`src/rtl/alu_serial_pkg.sv`:
```
// ============================================================================
// Module : alu_serial_pkg
// Brief  : Op encodings, FSM state encodings and helpers for the serial ALU.
// Rev    : 1.0
// ============================================================================
`default_nettype none

package alu_serial_pkg;

    localparam int OP_W = 3;

    localparam logic [OP_W-1:0] ALU_AND  = 3'd0;
    localparam logic [OP_W-1:0] ALU_OR   = 3'd1;
    localparam logic [OP_W-1:0] ALU_ADD  = 3'd2;
    localparam logic [OP_W-1:0] ALU_SUB  = 3'd3;
    localparam logic [OP_W-1:0] ALU_XOR  = 3'd4;
    localparam logic [OP_W-1:0] ALU_SLT  = 3'd5;
    localparam logic [OP_W-1:0] ALU_SLTU = 3'd6;
    localparam logic [OP_W-1:0] ALU_RSVD = 3'd7;

    localparam int ST_W = 2;

    localparam logic [ST_W-1:0] ST_IDLE = 2'd0;
    localparam logic [ST_W-1:0] ST_BUSY = 2'd1;
    localparam logic [ST_W-1:0] ST_DONE = 2'd2;

    // Subtract-style ops run as a + ~b + 1.
    function automatic logic op_inverts_b(input logic [OP_W-1:0] op);
        return (op == ALU_SUB) || (op == ALU_SLT) || (op == ALU_SLTU);
    endfunction

endpackage

`default_nettype wire

```
`src/rtl/alu_serial_slice.sv`:
```
// ============================================================================
// Module : alu_serial_slice
// Brief  : Combinational SLICE-bit ALU slice with ripple carry.
// Rev    : 1.0
// ============================================================================
`default_nettype none

module alu_serial_slice
    import alu_serial_pkg::*;
#(
    parameter int SLICE = 4
) (
    input  logic [SLICE-1:0] i_a,
    input  logic [SLICE-1:0] i_b,
    input  logic             i_cin,
    input  logic [OP_W-1:0]  i_op,
    output logic [SLICE-1:0] o_r,
    output logic             o_cout,
    output logic             o_cmsb
);

    logic [SLICE-1:0] w_bx;
    logic [SLICE-1:0] w_sum;
    logic             w_c;

    assign w_bx = op_inverts_b(i_op) ? ~i_b : i_b;

    // o_cmsb is the carry into the top bit; with o_cout it yields signed overflow.
    always_comb begin
        w_c    = i_cin;
        w_sum  = '0;
        o_cmsb = 1'b0;
        for (int i = 0; i < SLICE; i++) begin
            if (i == SLICE - 1) o_cmsb = w_c;
            w_sum[i] = i_a[i] ^ w_bx[i] ^ w_c;
            w_c      = (i_a[i] & w_bx[i]) | (w_c & (i_a[i] ^ w_bx[i]));
        end
        o_cout = w_c;
    end

    always_comb begin
        o_r = '0;
        case (i_op)
            ALU_AND:                             o_r = i_a & i_b;
            ALU_OR:                              o_r = i_a | i_b;
            ALU_XOR:                             o_r = i_a ^ i_b;
            ALU_ADD, ALU_SUB, ALU_SLT, ALU_SLTU: o_r = w_sum;
            default:                             o_r = '0;
        endcase
    end

endmodule

`default_nettype wire

```
`src/rtl/alu_serial.sv`:
```
// ============================================================================
// Module : alu_serial
// Brief  : Digit-serial ALU, SLICE bits per clock, valid/ready on both sides.
// Rev    : 1.0
// ============================================================================
`default_nettype none

module alu_serial
    import alu_serial_pkg::*;
#(
    parameter int WIDTH = 32,
    parameter int SLICE = 4
) (
    input  logic             clk_i,
    input  logic             rst_n_i,
    input  logic             in_valid_i,
    output logic             in_ready_o,
    input  logic [WIDTH-1:0] a_i,
    input  logic [WIDTH-1:0] b_i,
    input  logic [OP_W-1:0]  op_i,
    output logic             out_valid_o,
    input  logic             out_ready_i,
    output logic [WIDTH-1:0] result_o,
    output logic             carry_o,
    output logic             overflow_o,
    output logic             zero_o,
    output logic             negative_o
);

    localparam int c_div    = (SLICE < 1) ? 1 : SLICE;
    localparam int c_nslice = WIDTH / c_div;
    localparam int c_cnt_w  = (c_nslice > 1) ? $clog2(c_nslice) : 1;
    localparam logic [c_cnt_w-1:0] c_last = c_cnt_w'(c_nslice - 1);

    if ((SLICE < 1) || ((WIDTH % c_div) != 0)) begin : g_bad_cfg
        $error("alu_serial: WIDTH must be a non-zero multiple of SLICE");
    end

    logic [ST_W-1:0]    r_state;
    logic [ST_W-1:0]    w_state_nxt;
    logic [c_cnt_w-1:0] r_cnt;
    logic [WIDTH-1:0]   r_a;
    logic [WIDTH-1:0]   r_b;
    logic [OP_W-1:0]    r_op;
    logic               r_cy;
    logic [WIDTH-1:0]   r_res;
    logic               r_carry;
    logic               r_ovf;
    logic               r_zero;
    logic               r_neg;

    logic [SLICE-1:0]   w_r;
    logic               w_cout;
    logic               w_cmsb;
    logic [WIDTH-1:0]   w_full;
    logic [WIDTH-1:0]   w_fin;
    logic               w_c_fin;
    logic               w_v_fin;
    logic               w_in_acc;
    logic               w_out_acc;
    logic               w_last;

    assign w_in_acc  = in_valid_i & in_ready_o;
    assign w_out_acc = out_valid_o & out_ready_i;
    assign w_last    = (r_cnt == c_last);

    alu_serial_slice #(.SLICE(SLICE)) u_slice (
        .i_a    (r_a[SLICE-1:0]),
        .i_b    (r_b[SLICE-1:0]),
        .i_cin  (r_cy),
        .i_op   (r_op),
        .o_r    (w_r),
        .o_cout (w_cout),
        .o_cmsb (w_cmsb)
    );

    // New slices enter at the top so the LSB-first stream ends up aligned.
    if (c_nslice > 1) begin : g_multi
        assign w_full = {w_r, r_res[WIDTH-1:SLICE]};
    end else begin : g_single
        assign w_full = w_r;
    end

    always_ff @(posedge clk_i or negedge rst_n_i) begin
        if (!rst_n_i) r_state <= ST_IDLE;
        else          r_state <= w_state_nxt;
    end

    always_comb begin
        w_state_nxt = r_state;
        case (r_state)
            ST_IDLE: if (w_in_acc)  w_state_nxt = ST_BUSY;
            ST_BUSY: if (w_last)    w_state_nxt = ST_DONE;
            ST_DONE: if (w_out_acc) w_state_nxt = ST_IDLE;
            default:                w_state_nxt = ST_IDLE;
        endcase
    end

    always_comb begin
        in_ready_o  = (r_state == ST_IDLE);
        out_valid_o = (r_state == ST_DONE);
    end

    // Final-edge result and flag selection from the complete sum/difference.
    always_comb begin
        w_fin   = w_full;
        w_c_fin = 1'b0;
        w_v_fin = 1'b0;
        case (r_op)
            ALU_ADD, ALU_SUB: begin
                w_c_fin = w_cout;
                w_v_fin = w_cout ^ w_cmsb;
            end
            ALU_SLT: begin
                w_fin    = '0;
                w_fin[0] = w_full[WIDTH-1] ^ (w_cout ^ w_cmsb);
                w_c_fin  = w_cout;
            end
            ALU_SLTU: begin
                w_fin    = '0;
                w_fin[0] = ~w_cout;
                w_c_fin  = w_cout;
            end
            ALU_RSVD: w_fin = '0;
            default:  ;
        endcase
    end

    always_ff @(posedge clk_i or negedge rst_n_i) begin
        if (!rst_n_i) begin
            r_cnt   <= '0;
            r_a     <= '0;
            r_b     <= '0;
            r_op    <= '0;
            r_cy    <= 1'b0;
            r_res   <= '0;
            r_carry <= 1'b0;
            r_ovf   <= 1'b0;
            r_zero  <= 1'b0;
            r_neg   <= 1'b0;
        end else begin
            case (r_state)
                ST_IDLE: begin
                    if (in_valid_i) begin
                        r_a   <= a_i;
                        r_b   <= b_i;
                        r_op  <= op_i;
                        r_cy  <= op_inverts_b(op_i);
                        r_cnt <= '0;
                    end
                end
                ST_BUSY: begin
                    r_a   <= r_a >> SLICE;
                    r_b   <= r_b >> SLICE;
                    r_cy  <= w_cout;
                    r_cnt <= r_cnt + c_cnt_w'(1);
                    if (w_last) begin
                        r_res   <= w_fin;
                        r_carry <= w_c_fin;
                        r_ovf   <= w_v_fin;
                        r_zero  <= (w_fin == '0);
                        r_neg   <= w_fin[WIDTH-1];
                    end else begin
                        r_res <= w_full;
                    end
                end
                default: ;
            endcase
        end
    end

    assign result_o   = r_res;
    assign carry_o    = r_carry;
    assign overflow_o = r_ovf;
    assign zero_o     = r_zero;
    assign negative_o = r_neg;

endmodule

`default_nettype wire

```
`config.mk`:
```
export PLATFORM = sky130hd
export DESIGN_NAME = alu_serial
export DESIGN_NICKNAME = d
export VERILOG_FILES = /design/src/rtl/alu_serial_pkg.sv /design/src/rtl/alu_serial_slice.sv /design/src/rtl/alu_serial.sv
export SDC_FILE = /design/constraint.sdc
export NUM_CORES = 1
export LEC_CHECK = 0
export ABC_AREA = 1
export CAP_MARGIN = 20
export CORE_MARGIN = 4
export CORE_UTILIZATION = 38
export CTS_BUF_LIST = sky130_fd_sc_hd__clkbuf_4
export DETAILED_ROUTE_END_ITERATION = 8
export PLACE_DENSITY = 0.65
export SETUP_SLACK_MARGIN = 0.4
export SYNTH_ARGS = -nofsm -noshare
export SYNTH_HDL_FRONTEND = slang
export SYNTH_SLANG_ARGS = --single-unit
export TNS_END_PERCENT = 1
```
`constraint.sdc`:
```
create_clock -name clk_i -period 3.3 [get_ports clk_i]
set_clock_uncertainty 0.15 [all_clocks]
set_input_delay 0.825 -clock clk_i [delete_from_list [all_inputs] [get_ports clk_i]]
set_output_delay 0.825 -clock clk_i [all_outputs]
set_load 0.02 [all_outputs]
```
[Yosys cells after proc, flatten, opt, wreduce, memory -nomap -nowiden]
Cells that the tools add are included.
Storage, ports and cells
  flip-flop bits (word level): 109
  input port bits: 71
  output and inout bits: 38
  word-level logic and storage cells: 90
Cells by class
  add/sub/neg operators: 1
  equal/unequal tests: 17
  muxes and demuxes: 18
  bitwise logic cells: 29
  reductions and logical operators: 14
Operator list (count)
  $pmux 32 s2: 2
  $mux 32: 3
  $pmux 32 s3: 1
  $logic_not 32->1: 1
  $eq 3x3->1 const B: 7
  $pmux 4 s4: 1
  $and 1x1->1: 10
  $xor 1x1->1: 10
  $eq 3x2->1 const B: 3
  $mux 2: 3
  $pmux 2 s3: 1
  $pmux 3 s2: 1
  $reduce_and 2->1: 3
  $and 4x4->4: 1
  $logic_or 1x1->1: 4
  $mux 4: 1
  $ne 2x1->1 const B: 2
  $ne 2x2->1 const B: 2
  $not 4->4: 1
  $or 1x1->1: 4
  $or 4x4->4: 1
  $reduce_or 4->1: 1
  $xor 4x4->4: 1
  $add 3x1->3 const B: 1
  12 further kinds: 14

[Longest topological paths before layout]
  word-level depth: 17
  gate-level depth with buffers: 21
  mapped depth without buffers: 21

[By module]
Synthesis repeated with hierarchy kept, for this count alone.
Second synthesis, totals
  cells, all modules: 618
  area, all modules: 5273.8 µm²
Modules (own cells, without submodules)
  alu_serial: instances 1, cells an instance 530, area an instance 4769.6 µm², seq. area each 2727.6 µm²
  alu_serial_slice: instances 1, cells an instance 88, area an instance 504.2 µm², seq. area each 0.0 µm²

[Least setup slack after synthesis]
OpenSTA, ideal clock, no wires.
  path type: reg2reg
  from: register r_op[0]
  to: register r_res[0] (netlist: result_o[0])
  library setup time: 0.119 ns
  arrival: 3.077 ns
  data required time: 3.031 ns
  path slack: -0.046 ns
  cell stages (with the launch flop): 20
  buffers on the path: 0
  period minus slack after synthesis: 3.346 ns
  path through: dfrtp_1 inv_1 nand2_1 o211ai_1 xor2_1 fa_1 inv_1 fa_1 inv_1 fa_1 inv_1 fa_1 inv_1 nand2_1 nand2_1 nand2_1 nand3_1 nand2_1 nand3_1 nand2_1
On the way
  longest elaborated chain between the ends: 17
  elaborated cells on any way between the ends: 35
  those cells by class: 7 x eq/ne; 4 x mux; 20 x bitwise; 4 x reduce/logical
RTL lines
  start: declaration: line alu_serial.sv:44  | logic [OP_W-1:0] r_op;
  start signal: assignment: line alu_serial.sv:147  | r_op <= op_i;
  $eq 3x2->1 / $eq 3x3->1 (equally long branches): line alu_serial_pkg.sv:29, alu_serial_slice.sv:43, alu_serial.sv:109
  $logic_or 1x1->1 (2 in series): line alu_serial_pkg.sv:29  | return (op == ALU_SUB) || (op == ALU_SLT) || (op == ALU_SLTU);
  $mux 4: line alu_serial_slice.sv:26  | assign w_bx = op_inverts_b(i_op) ? ~i_b : i_b;
  $xor 1x1->1: line alu_serial_slice.sv:36  | w_c = (i_a[i] & w_bx[i]) | (w_c & (i_a[i] ^ w_bx[i]));
  $and 1x1->1: line alu_serial_slice.sv:36
  $or 1x1->1: line alu_serial_slice.sv:36
  $and 1x1->1: line alu_serial_slice.sv:36
  $or 1x1->1: line alu_serial_slice.sv:36
  $and 1x1->1: line alu_serial_slice.sv:36
  $or 1x1->1: line alu_serial_slice.sv:36
  $and 1x1->1: line alu_serial_slice.sv:36
  $or 1x1->1: line alu_serial_slice.sv:36
  $xor 1x1->1 (2 in series): line alu_serial.sv:116  | w_fin[0] = w_full[WIDTH-1] ^ (w_cout ^ w_cmsb);
  $pmux 32 s3 *: line alu_serial.sv:109  | case (r_op)
  $mux 32 *: line alu_serial.sv:157  | if (w_last) begin
  end signal: assignment: line alu_serial.sv:158  | r_res <= w_fin;
  end signal: assignment: line alu_serial.sv:164  | r_res <= w_full;
  end: declaration: line alu_serial.sv:46  | logic [WIDTH-1:0] r_res;
Every way passes the cells marked *; elsewhere a longest branch is shown, timed or not.
A chain may end at the register's enable or synchronous reset.

[Worst setup path after layout]
  from: register r_op[0]
  to: register r_zero (netlist: zero_o)
On the way
  longest elaborated chain between the ends: 17
  elaborated cells on any way between the ends: 38
  those cells by class: 7 x eq/ne; 3 x mux; 23 x bitwise; 5 x reduce/logical
RTL lines
  $eq 3x2->1 / $eq 3x3->1 (equally long branches): line alu_serial_pkg.sv:29, alu_serial_slice.sv:43, alu_serial.sv:109
  $logic_or 1x1->1 (2 in series): line alu_serial_pkg.sv:29
  $mux 4: line alu_serial_slice.sv:26
  $xor 1x1->1: line alu_serial_slice.sv:35, alu_serial_slice.sv:36
  $and 1x1->1: line alu_serial_slice.sv:36
  $or 1x1->1: line alu_serial_slice.sv:36
  $and 1x1->1: line alu_serial_slice.sv:36
  $or 1x1->1: line alu_serial_slice.sv:36
  $and 1x1->1: line alu_serial_slice.sv:36
  $or 1x1->1: line alu_serial_slice.sv:36
  $and 1x1->1: line alu_serial_slice.sv:36
  $or 1x1->1: line alu_serial_slice.sv:36
  $xor 1x1->1 (2 in series): line alu_serial.sv:116
  $pmux 32 s3 *: line alu_serial.sv:109
  $logic_not 32->1 *: line alu_serial.sv:161  | r_zero <= (w_fin == '0);
  end signal: assignment: line alu_serial.sv:161
  end: declaration: line alu_serial.sv:49  | logic r_zero;
Marked as above.

==> results.json <==
{
  "max-vdd-ir-drop_v": 0.000370,
  "synthDistinctLibCells": 29,
  "grt_usage_pct": 16.9,
  "place_worst_setup_slack_ns": 0.00819,
  "drt_wl_total_mm": 12.2,
  "leakagePower_nw": 3.10,
  "crit_arrival_ns": 3.46,
  "cts_sinks": 109,
  "drt_iter0_markers": 226,
  "final_cell_area_mm2": 0.00657,
  "portBuffers": 108,
  "start_util_pct": 39.4,
  "ys_warn_count": 0,
  "setup_slack_ns": 0.0848,
  "synth_seq_cells": 109,
  "layout.nets": 777,
  "synth_area_mm2": 0.00503,
  "root_buffer": "clkbuf_4",
  "syn_avg_cell_area_um2": 8.71,
  "cap_violations": 0,
  "drc": 0,
  "final_cell_mix": "184 x nand2_1, 107 x dfrtp_1, 107 x clkdlybuf4s50_1",
  "first_global_vias": 4185,
  "tightest_slew_ns": 0.873,
  "fill_cells": 1216,
  "cts_made_buffers": 9,
  "syn_to_final_growth_pct": 30.5,
  "final_common_cell": "nand2_1",
  "ios": 109,
  "slew_viol_final": 0,
  "design.die.area_mm2": 0.0152,
  "setup_viol": 0,
  "cp_max_fo": 4,
  "syn_inst": 578,
  "tns_ns": 0,
  "drive_above_1_share_pct": 8.90,
  "worstSetupEndpointType": "flop",
  "num_rows": 41,
  "rsz0062_at_grt": "yes",
  "clk_latency_ns": 0.48,
  "postRouteAntennaNets": 0,
  "die_w_um": 123,
  "path_clk_slew_ns": 0.17,
  "utilization_pct": 51.4,
  "grt.overflow.total": 0,
  "min_period_ns": 3.22,
  "antenna_found_initial": 1,
  "gp_congestion": 0.857,
  "ys_seq_area_share_pct": 54.2,
  "dp_hpwl_mm": 8.74,
  "placed_area_mm2": 0.00634,
  "cts_tree": "done",
  "vias": 4259,
  "fin_crit_sh_pct": 97.4,
  "grt_pass1_wl_mm": 20.2,
  "critPathLaunchType": "flop",
  "grt_max_degree": 83,
  "hold_path.class": "reg -> reg",
  "wl_per_cell_um": 14.1,
  "first_pass_iters": 4,
  "power.density_mw_per_mm2": 989,
  "hold_viol_final": 0,
  "htreeDepth": 3,
  "vias_per_cell": 4.90,
  "max_slew_margin_pct": 41.8,
  "max-clock-path-buffers": 2,
  "status": "finished clean",
  "die_h_um": 123,
  "required_ns": 3.55,
  "crit_type": "reg -> reg",
  "fmax_ghz": 0.311,
  "coreArea_mm2": 0.0128,
  "syn_nets": 663
}
registers in the layout, indices dropped and copies added, names as in the netlist, 2 cells and up:
register  cells
r_state       2
r_cnt         3
r_b          32
r_op          3
r_a          32
result_o     32
Yosys cell counts:
| master | number | area [um2] |
|---|---|---|
| o41ai_1 | 1 | 8.76 |
| clkbuf_1 | 8 | 30.0 |
| nand4_1 | 1 | 6.26 |
| dfrtp_1 | 109 | 2730 |
| a22o_1 | 10 | 87.6 |
| a21oi_1 | 10 | 50.1 |
| nand3_2 | 1 | 10.0 |
| o21a_1 | 1 | 7.51 |
| a22oi_1 | 5 | 37.5 |
| o21ai_4 | 1 | 16.3 |
| inv_1 | 66 | 248 |
| buf_2 | 12 | 60.1 |
| a31oi_1 | 1 | 6.26 |
| inv_2 | 4 | 15.0 |
| xor2_1 | 6 | 52.6 |
| buf_6 | 2 | 22.5 |
| nor2_2 | 2 | 12.5 |
| o31ai_1 | 1 | 7.51 |
| nand2_1 | 188 | 706 |
| nor2_4 | 2 | 22.5 |
| ha_1 | 10 | 125 |
| nor2_1 | 25 | 93.8 |
| nand3_1 | 50 | 250 |
| fa_1 | 4 | 80.1 |
| buf_1 | 3 | 11.3 |
| nand2_2 | 1 | 6.26 |
| o22ai_1 | 32 | 200 |
| o211ai_1 | 9 | 67.6 |
| o21ai_0 | 13 | 65.1 |
power breakdown:
part	internal, mW	switching, mW
Clock	0.228	0.447
Sequential	1.92	0.354
Combinational	1.48	2.07
Total	3.63	2.87
worst max-delay path, stage by stage (launching register included):
cell      delay [ns]
dfrtp_1         0.42
inv_2           0.11
nand2_2         0.06
o211ai_1        0.24
xor2_1          0.21
fa_2            0.22
inv_2           0.04
fa_2            0.33
inv_2           0.06
fa_2            0.20
inv_2           0.04
fa_1            0.43
xor2_2          0.20
inv_1           0.08
nand2_2         0.06
nand3_1         0.07
nand2_1         0.08
nand2_1         0.06
nand2_1         0.06
nand2_1         0.04
what timing repair did:
| action | in CTS | in global routing |
|---|---|---|
| pin swaps | 6 | 5 |
| setup buffers | 5 | 1 |
| setup endpoints to repair | 6 | 7 |
| resized for setup | 12 | 2 |
| hold buffers | 1 | 0 |
| endpoints found under the hold margin | 10 | 0 |
final cells by class:
type / instances / area [um2] / share of cell area [%]
Clock inverter: 7 / 65.1 / 0.990
Multi-Input combinational cell: 374 / 1970 / 30.0
Tap cell: 172 / 215 / 3.28
Clock buffer: 9 / 67.6 / 1.03
Inverter: 70 / 263 / 4.00
Sequential cell: 109 / 2730 / 41.6
Timing Repair Buffer: 128 / 1260 / 19.1
Antenna cell: 1 / 2.50 / 0.0381
metrics by stage:
stage               total power, mW  hold slack (ns)  cells
floorplan                      4.52            0.299    578
global placement               5.57            0.315    846
detailed placement             5.65            0.319    846
CTS                            6.50            0.355    868
global route                   7.08            0.374    870
finish                         6.50            0.349    870
path summary, 6_finish.rpt:
| path | start | end | slack [ns] | depth (start not counted) |
|---|---|---|---|---|
| worst min-delay path | r_b[22] | r_b[22] | 0.35 | 2 |
| worst min register to register | r_b[22] | r_b[22] | 0.35 | 2 |
| worst max-delay path | r_op[0] | zero_o | 0.08 | 19 |
| worst max register to register | r_op[0] | zero_o | 0.08 | 19 |
| max in group asynchronous | rst_n_i | r_a[7] | 1.58 | 3 |
| min in group asynchronous | rst_n_i | r_a[23] | 0.54 | 2 |
routing by layer:
metal / up-vias / global-route usage (%) / wire (um)
met5: - / 0 / 0
met4: 0 / 6.44 / 217
met3: 16 / 3.20 / 513
met2: 94 / 27.2 / 6020
met1: 2053 / 22.8 / 5500
li1: 2096 / - / -
cell families after synthesis:
group / count (synthesis) / synth area share, %
AOI/OAI and AO/OA: 84 / 11.0
xor gates and xnor gates: 6 / 1.04
adders and majority gates: 14 / 4.08
buffers and inverters: 95 / 7.68
DFF: 109 / 54.2
and+or+nand+nor: 270 / 22.0
Note: power is estimated with default switching activity, not from simulation.
